--- src/rtl/vball_sprite_sched.sv ---
// Per-scanline sprite scheduler: scans attribute RAM during hblank and streams line hits over valid/ready.
// Optional feature macro VBALL_SPR_TALL_EN: attribute bit 30 selects 32-row sprites instead of 16.
module vball_sprite_sched #(
   parameter int NUM_SPRITES  = 64,
   parameter int MAX_PER_LINE = 8,
   localparam int AW = $clog2(NUM_SPRITES)
) (
   input  logic          clk,
   input  logic          reset,
   input  logic [8:0]    hcount,
   input  logic [8:0]    vcount,
   input  logic          flip,
   output logic [AW-1:0] spr_addr,
   input  logic [31:0]   spr_data,
   output logic          out_valid,
   input  logic          out_ready,
   output logic [AW-1:0] out_index,
   output logic [4:0]    out_row,
   output logic [21:0]   out_attr,
   output logic          overflow,
   output logic          late,
   output logic          busy
);

   localparam int IW = $clog2(MAX_PER_LINE);
   localparam int CW = $clog2(MAX_PER_LINE + 1);
   localparam logic [AW-1:0] LAST_ADDR = AW'(NUM_SPRITES - 1);
   localparam logic [CW-1:0] FULL_CNT  = CW'(MAX_PER_LINE);

   typedef enum logic [1:0] {IDLE = 2'd0, SCAN = 2'd1, EMIT = 2'd2} state_t;

   // Returns {hit, output_row}; the output row is already mirrored when the screen is flipped.
   function automatic logic [5:0] hit_row(input logic en, input logic tall, input logic [7:0] y,
                                          input logic [7:0] tl, input logic fl);
      logic [7:0] row;
      logic       hit;
      logic [4:0] orow;
      row = tl - y;
      if (tall) begin
         hit  = en && (row < 8'd32);
         orow = fl ? (5'd31 - row[4:0]) : row[4:0];
      end else begin
         hit  = en && (row < 8'd16);
         orow = fl ? (5'd15 - {1'b0, row[3:0]}) : {1'b0, row[3:0]};
      end
      return {hit, orow};
   endfunction

   state_t          state_r, state_nx_s;
   logic [AW-1:0]   addr_r, cmp_idx_r;
   logic            issue_r, cmp_valid_r, flip_r, ovf_r, overflow_r, late_r;
   logic [7:0]      tl_r;
   logic [CW-1:0]   cnt_r, head_r;
   logic [AW-1:0]   list_idx_r  [MAX_PER_LINE];
   logic [4:0]      list_row_r  [MAX_PER_LINE];
   logic [21:0]     list_attr_r [MAX_PER_LINE];

   logic [8:0]      tl_s;
   logic [7:0]      tl_cmp_s;
   logic [4:0]      orow_s;
   logic            start_s, scan_ok_s, tall_s, hit_s, full_s;
   logic            scan_last_s, list_empty_s, xfer_s, last_xfer_s;

`ifdef VBALL_SPR_TALL_EN
   assign tall_s = spr_data[30];
`else
   logic unused_tall_s;
   assign tall_s        = 1'b0;
   assign unused_tall_s = spr_data[30];
`endif

   assign tl_s         = (vcount == 9'd273) ? 9'd0 : (vcount + 9'd1);
   assign tl_cmp_s     = flip ? (8'd239 - tl_s[7:0]) : tl_s[7:0];
   assign start_s      = (hcount == 9'd240);
   assign scan_ok_s    = (tl_s < 9'd240);
   assign {hit_s, orow_s} = hit_row(cmp_valid_r && spr_data[31], tall_s, spr_data[7:0], tl_r, flip_r);
   assign full_s       = (cnt_r == FULL_CNT);
   assign scan_last_s  = cmp_valid_r && (cmp_idx_r == LAST_ADDR);
   assign list_empty_s = (cnt_r == {CW{1'b0}}) && !hit_s;
   // A restart in the same cycle wins over the handshake, so that transfer is not taken.
   assign xfer_s       = (state_r == EMIT) && out_ready && !start_s;
   assign last_xfer_s  = xfer_s && ((head_r + CW'(1)) == cnt_r);

   assign spr_addr  = addr_r;
   assign out_valid = (state_r == EMIT);
   assign busy      = (state_r != IDLE);
   assign out_index = list_idx_r[head_r[IW-1:0]];
   assign out_row   = list_row_r[head_r[IW-1:0]];
   assign out_attr  = list_attr_r[head_r[IW-1:0]];
   assign overflow  = overflow_r;
   assign late      = late_r;

   // State register.
   always_ff @(posedge clk) begin
      if (reset) begin
         state_r <= IDLE;
      end else begin
         state_r <= state_nx_s;
      end
   end

   // Next-state selection.
   always_comb begin
      state_nx_s = state_r;
      if (start_s) begin
         state_nx_s = scan_ok_s ? SCAN : IDLE;
      end else begin
         case (state_r)
            IDLE: state_nx_s = IDLE;
            SCAN: begin
               if (scan_last_s) begin
                  state_nx_s = list_empty_s ? IDLE : EMIT;
               end else begin
                  state_nx_s = SCAN;
               end
            end
            EMIT: begin
               if (last_xfer_s) begin
                  state_nx_s = IDLE;
               end else begin
                  state_nx_s = EMIT;
               end
            end
            default: state_nx_s = IDLE;
         endcase
      end
   end

   // Scan address/compare pipeline, hit list and status flags.
   always_ff @(posedge clk) begin
      if (reset) begin
         addr_r      <= {AW{1'b0}};
         cmp_idx_r   <= {AW{1'b0}};
         issue_r     <= 1'b0;
         cmp_valid_r <= 1'b0;
         flip_r      <= 1'b0;
         tl_r        <= 8'd0;
         ovf_r       <= 1'b0;
         overflow_r  <= 1'b0;
         late_r      <= 1'b0;
         cnt_r       <= {CW{1'b0}};
         head_r      <= {CW{1'b0}};
         for (int i = 0; i < MAX_PER_LINE; i++) begin
            list_idx_r[i]  <= {AW{1'b0}};
            list_row_r[i]  <= 5'd0;
            list_attr_r[i] <= 22'd0;
         end
      end else begin
         late_r <= start_s && (state_r != IDLE) && (cnt_r != {CW{1'b0}});
         if (start_s) begin
            addr_r      <= {AW{1'b0}};
            issue_r     <= scan_ok_s;
            cmp_valid_r <= 1'b0;
            flip_r      <= flip;
            tl_r        <= tl_cmp_s;
            ovf_r       <= 1'b0;
            cnt_r       <= {CW{1'b0}};
            head_r      <= {CW{1'b0}};
         end else begin
            cmp_valid_r <= issue_r;
            cmp_idx_r   <= addr_r;
            if (issue_r) begin
               if (addr_r == LAST_ADDR) begin
                  issue_r <= 1'b0;
                  addr_r  <= {AW{1'b0}};
               end else begin
                  addr_r  <= addr_r + AW'(1);
               end
            end
            if (hit_s) begin
               if (full_s) begin
                  ovf_r <= 1'b1;
               end else begin
                  list_idx_r[cnt_r[IW-1:0]]  <= cmp_idx_r;
                  list_row_r[cnt_r[IW-1:0]]  <= orow_s;
                  list_attr_r[cnt_r[IW-1:0]] <= spr_data[29:8];
                  cnt_r <= cnt_r + CW'(1);
               end
            end
            if (scan_last_s) begin
               overflow_r <= ovf_r || (hit_s && full_s);
            end
            if (xfer_s) begin
               head_r <= head_r + CW'(1);
            end
         end
      end
   end

endmodule

--- config.mk ---
export PLATFORM = sky130hd
export DESIGN_NAME = vball_sprite_sched
export DESIGN_NICKNAME = d
export VERILOG_FILES = /design/src/rtl/vball_sprite_sched.sv
export SDC_FILE = /design/constraint.sdc
export NUM_CORES = 1
export LEC_CHECK = 0
export CORE_UTILIZATION = 50
export DETAILED_ROUTE_END_ITERATION = 12
export PLACE_DENSITY_LB_ADDON = 0.25
export SLEW_MARGIN = 20
export SYNTH_ARGS = -nofsm -noshare
export SYNTH_HDL_FRONTEND = slang
export SYNTH_SLANG_ARGS = --single-unit
--- constraint.sdc ---
create_clock -name clk -period 6.4 [get_ports clk]
set_clock_uncertainty 0.05 [all_clocks]
set_input_delay 0.96 -clock clk [delete_from_list [all_inputs] [get_ports clk]]
set_output_delay 0.96 -clock clk [all_outputs]
set_load 0.005 [all_outputs]
==> summary.md <==
| Metric | Value |
|---|---|
| Critical-path top delay cell | `o2111a_1` |
| RePlAce Congestion | `0.758` |
| R2r endpoint | `list_attr_r[5][16]$_SDFFCE_PN0P_` |
| Initial Util | `about half` |
| Top FF cell, synth | `edfxtp_1` |
| Clock-pin transition on the worst setup and hold timing paths | `0.06 ns` |
| Max Cap Viol | `0` |
| Outcome | `finished clean` |
| Fraction of registers with async set/reset | `0%` |
| Max stage delay on crit path | `0.58 ns` |
| Drt pass-1 iters | `5` |
| Total CTS buffers | `31` |
| HP Start | `tl_r[6]$_SDFFE_PP0P_` |
| Final wirelength | `30.0 mm` |
| Post-CTS setup buffers | `0` |
| Grt ovf | `0` |
| Final core occ | `about three fifths` |
| Worst flop-to-flop path startpoint | `tl_r[0]$_SDFFE_PP0P_` |
| Number of fill cells in the layout | `2,155` |
| Pleak | `5.37 nW` |
| Initial antenna violation count | `0` |
| Synthesized instance count | `about 1,000` |
| Sequential Power Share | `51.6%` |
| Placed Cells | `1,423` |
| # port buffers | `94` |
| YS warnings | `0` |
| ANT nets after route | `0` |
| Internal Dissipation | `3.34 mW` |
| Avg Synthesized Cell Area | `13.3 um^2` |
| Vert. Die Dim | `168 um` |
| Total Routing Usage GR | `between 20 and 25%` |
| Largest net degree at the start of global routing | `69` |
| DRC | `0` |
| Final setup violation count | `0` |
| WS Path Type | `in2reg` |
| Worst-path maximum fanout | `26` |
| Worst skew pair latency | `0.54 ns` |
| Layout cell share with drive strength beyond 1 | `16.4%` |
| CTS resizes | `0` |
| Final number of hold-violating endpoints | `0` |
| Non-Filler Instances | `about 1,500` |
| Crit path launch | `spr_data[0]` |
| Top cell type's share of synthesized area | `55.8%` |
| Commonest non-fill, non-tap cell in the layout | `nor2_1` |
| Die Width | `168 um` |
| Sw frac | `19.8%` |
| Via count | `roughly 8,400` |
| Worst setup endpoint | `list_attr_r[5][16]$_SDFFCE_PN0P_` |
| # diodes | `0` |
| Clock root cell | `clkbuf_16` |
| Synth Register Bits | `295` |
| Top delay family on crit path | `compound AO/OA/AOI/OAI gates` |
| Average wire per standard cell | `between 20 and 25 um` |
| DR vias/cell | `between 5 and 6` |
| Critical path depth | `11` |
| Nets | `1,188` |
| Area leader, netlist | `edfxtp_1` |
| First-pass GRT wire length | `about 48 mm` |
| Std cell rows | `60` |
| Buf+Inv Stages, Crit Path | `3` |
| RSZ-0062 raised after global routing | `false` |
| Reg2Reg Depth | `11` |
| Iter 0 DRT Violations | `719` |
| Cell Pwr Density | `259 nW/um^2` |
| Sw Pwr | `approximately 0.83 mW` |
| Max Root-Sink Buffers | `3` |
| Commonest non-fill, non-tap cells in the layout | `269 x nor2_1, 256 x edfxtp_1, 94 x clkdlybuf4s50_1` |
| # hold bufs at CTS | `0` |
| CTS tree | `yes` |
| Worst Path Arrival | `4.94 ns` |
| Hold Crit Class | `reg2reg` |
| CP cell instances | `clkdlybuf4s50_1 > ha_1 > inv_1 > fa_1 > a211o_1 > o21ai_0 > mux2i_1 > o2111a_1 > nand2_1 > o21bai_4 > buf_4` |
| CTS sink cnt | `295` |
| Combinational Power Share | `4.6%` |
| TNS Setup | `0 ns` |
| Slew headroom | `31.6%` |
| Tightest Pin Transition | `1.03 ns` |
| CP Capture Type | `flop` |
| Syn Std Cell Area | `13,800 um^2` |
| Final Max Slew Viols | `0` |
| Core Footprint | `27,000 um^2` |
| Tcrit/Tclk final | `75.1%` |
| Seq/Total Area, Yosys | `approximately 61%` |
| Top cells by area, synth | `edfxtp_1 56%, mux4_2 10%, nor2_1 7.3%` |
| Mapped Nets | `between 1,000 and 1,500` |
| Worst Setup Start Kind | `input port` |
| Area Overhead vs Synth | `16.7%` |
| Final min period | `about 4.8 ns` |
| Clk network pwr share | `a little over two fifths` |
| Critical Path RT | `6.54 ns` |
| Peak supply drop | `188 uV` |
| DIE AREA | `28,200 um^2` |
| Vias in the first global route | `8,823` |
| I/O pins | `97` |
| CTS H-tree depth | `1` |
| Number of enable flip-flop cells after synthesis | `256` |
| R2R Setup Slk | `2.13 ns` |
| Library cells used by synthesis | `59` |
| Hold Path Depth | `2` |
| Post-DP HPWL | `between 15 and 20 mm` |
| Max Clock Freq | `0.208 GHz` |
-- registers in the layout, summed over array words and instances, names as in the netlist, named ones only --
signal / cells
overflow: 1
cnt_r: 4
tl_r: 8
spr_addr: 6
list_idx_r: 48
list_row_r: 32
late: 1
issue_r: 1
flip_r: 1
state_r: 2
cmp_idx_r: 6
ovf_r: 1
list_attr_r: 176
cmp_valid_r: 1
head_r: 4
-- synth_stat cells, types with 4 or more instances --
cell type  count
nand3_1       22
a211oi_1       4
nor3b_1        5
nand3b_1       4
o21bai_1       9
mux2_2        32
mux4_2        64
nand2b_1      33
xnor2_1       18
clkbuf_1      29
xor2_1        11
mux2i_1        4
a31oi_1        6
buf_2         12
dfxtp_1       39
a21oi_1       22
buf_6         19
o21ai_0        4
o21a_1         4
nor2_1       269
or3_1          5
edfxtp_1     256
nor2_4         9
inv_1         17
ha_1          18
nand4_1        8
nand2_1       67
-- worst reg2reg max path, stage by stage, from the launching register on --
cell and delay [ns]:
dfxtp_1 0.31, inv_1 0.08, ha_1 0.14, inv_1 0.05, fa_1 0.41, a211o_1 0.30, o21ai_0 0.14, mux2i_1 0.32
o2111a_1 0.58, nand2_1 0.58, o21bai_4 0.48, buf_4 0.47
-- logic make-up after synthesis --
group,synth area share [%]
buffers and inverters,3.60
other,0.0272
adders and majority gates,1.78
xor gates and xnor gates,1.84
muxes,13.4
AOI/OAI and AO/OA,3.58
DFF,61.5
and+or+nand+nor,14.3
-- final cells by class --
type	instances	area, um^2	share of cell area [%]
Inverter	17	63.8	0.397
Clock inverter	9	121	0.755
Clock buffer	48	930	5.78
Multi-Input combinational cell	660	4940	30.7
Timing Repair Buffer	110	1120	6.99
Tap cell	341	427	2.65
Sequential cell	295	8480	52.7
-- through the flow --
step | cell area, um^2 | setup WS [ns] | total power, mW | hold slack (ns)
after global routing | 16100 | 1.42 | 4.28 | 0.428
after global placement | 15000 | 1.09 | 2.38 | 0.395
after floorplan | 13800 | 1.70 | 2.28 | 0.386
final | 16100 | 1.59 | 4.17 | 0.407
after detailed placement | 15000 | 1.01 | 2.39 | 0.405
after CTS | 16100 | 1.56 | 4.18 | 0.412
-- layer usage --
layer	GRT usage [%]	vias up	wire [um]
met2	39.2	262	15300
met3	3.34	45	1890
li1	-	3934	-
met4	5.54	0	495
met5	0	-	0
met1	28.3	4160	12300
-- worst min-delay path by stage --
stage,endpoint,slack (ns)
finish,tl_r[6]$_SDFFE_PP0P_,0.41
global route,tl_r[6]$_SDFFE_PP0P_,0.43
CTS,tl_r[6]$_SDFFE_PP0P_,0.41
detailed placement,tl_r[6]$_SDFFE_PP0P_,0.41
global placement,tl_r[5]$_SDFFE_PP0P_,0.39
floorplan,tl_r[3]$_SDFFE_PP0P_,0.39
-- power by group through the flow --
| stage | Combinational [mW] | Clock [mW] | Sequential [mW] |
|---|---|---|---|
| floorplan | 0.0936 | 0 | 2.19 |
| global route | 0.207 | 1.92 | 2.16 |
| CTS | 0.194 | 1.84 | 2.15 |
| global placement | 0.192 | 0 | 2.19 |
| finish | 0.192 | 1.82 | 2.15 |
| detailed placement | 0.193 | 0 | 2.19 |
Note: power is estimated with default switching activity, not from simulation.
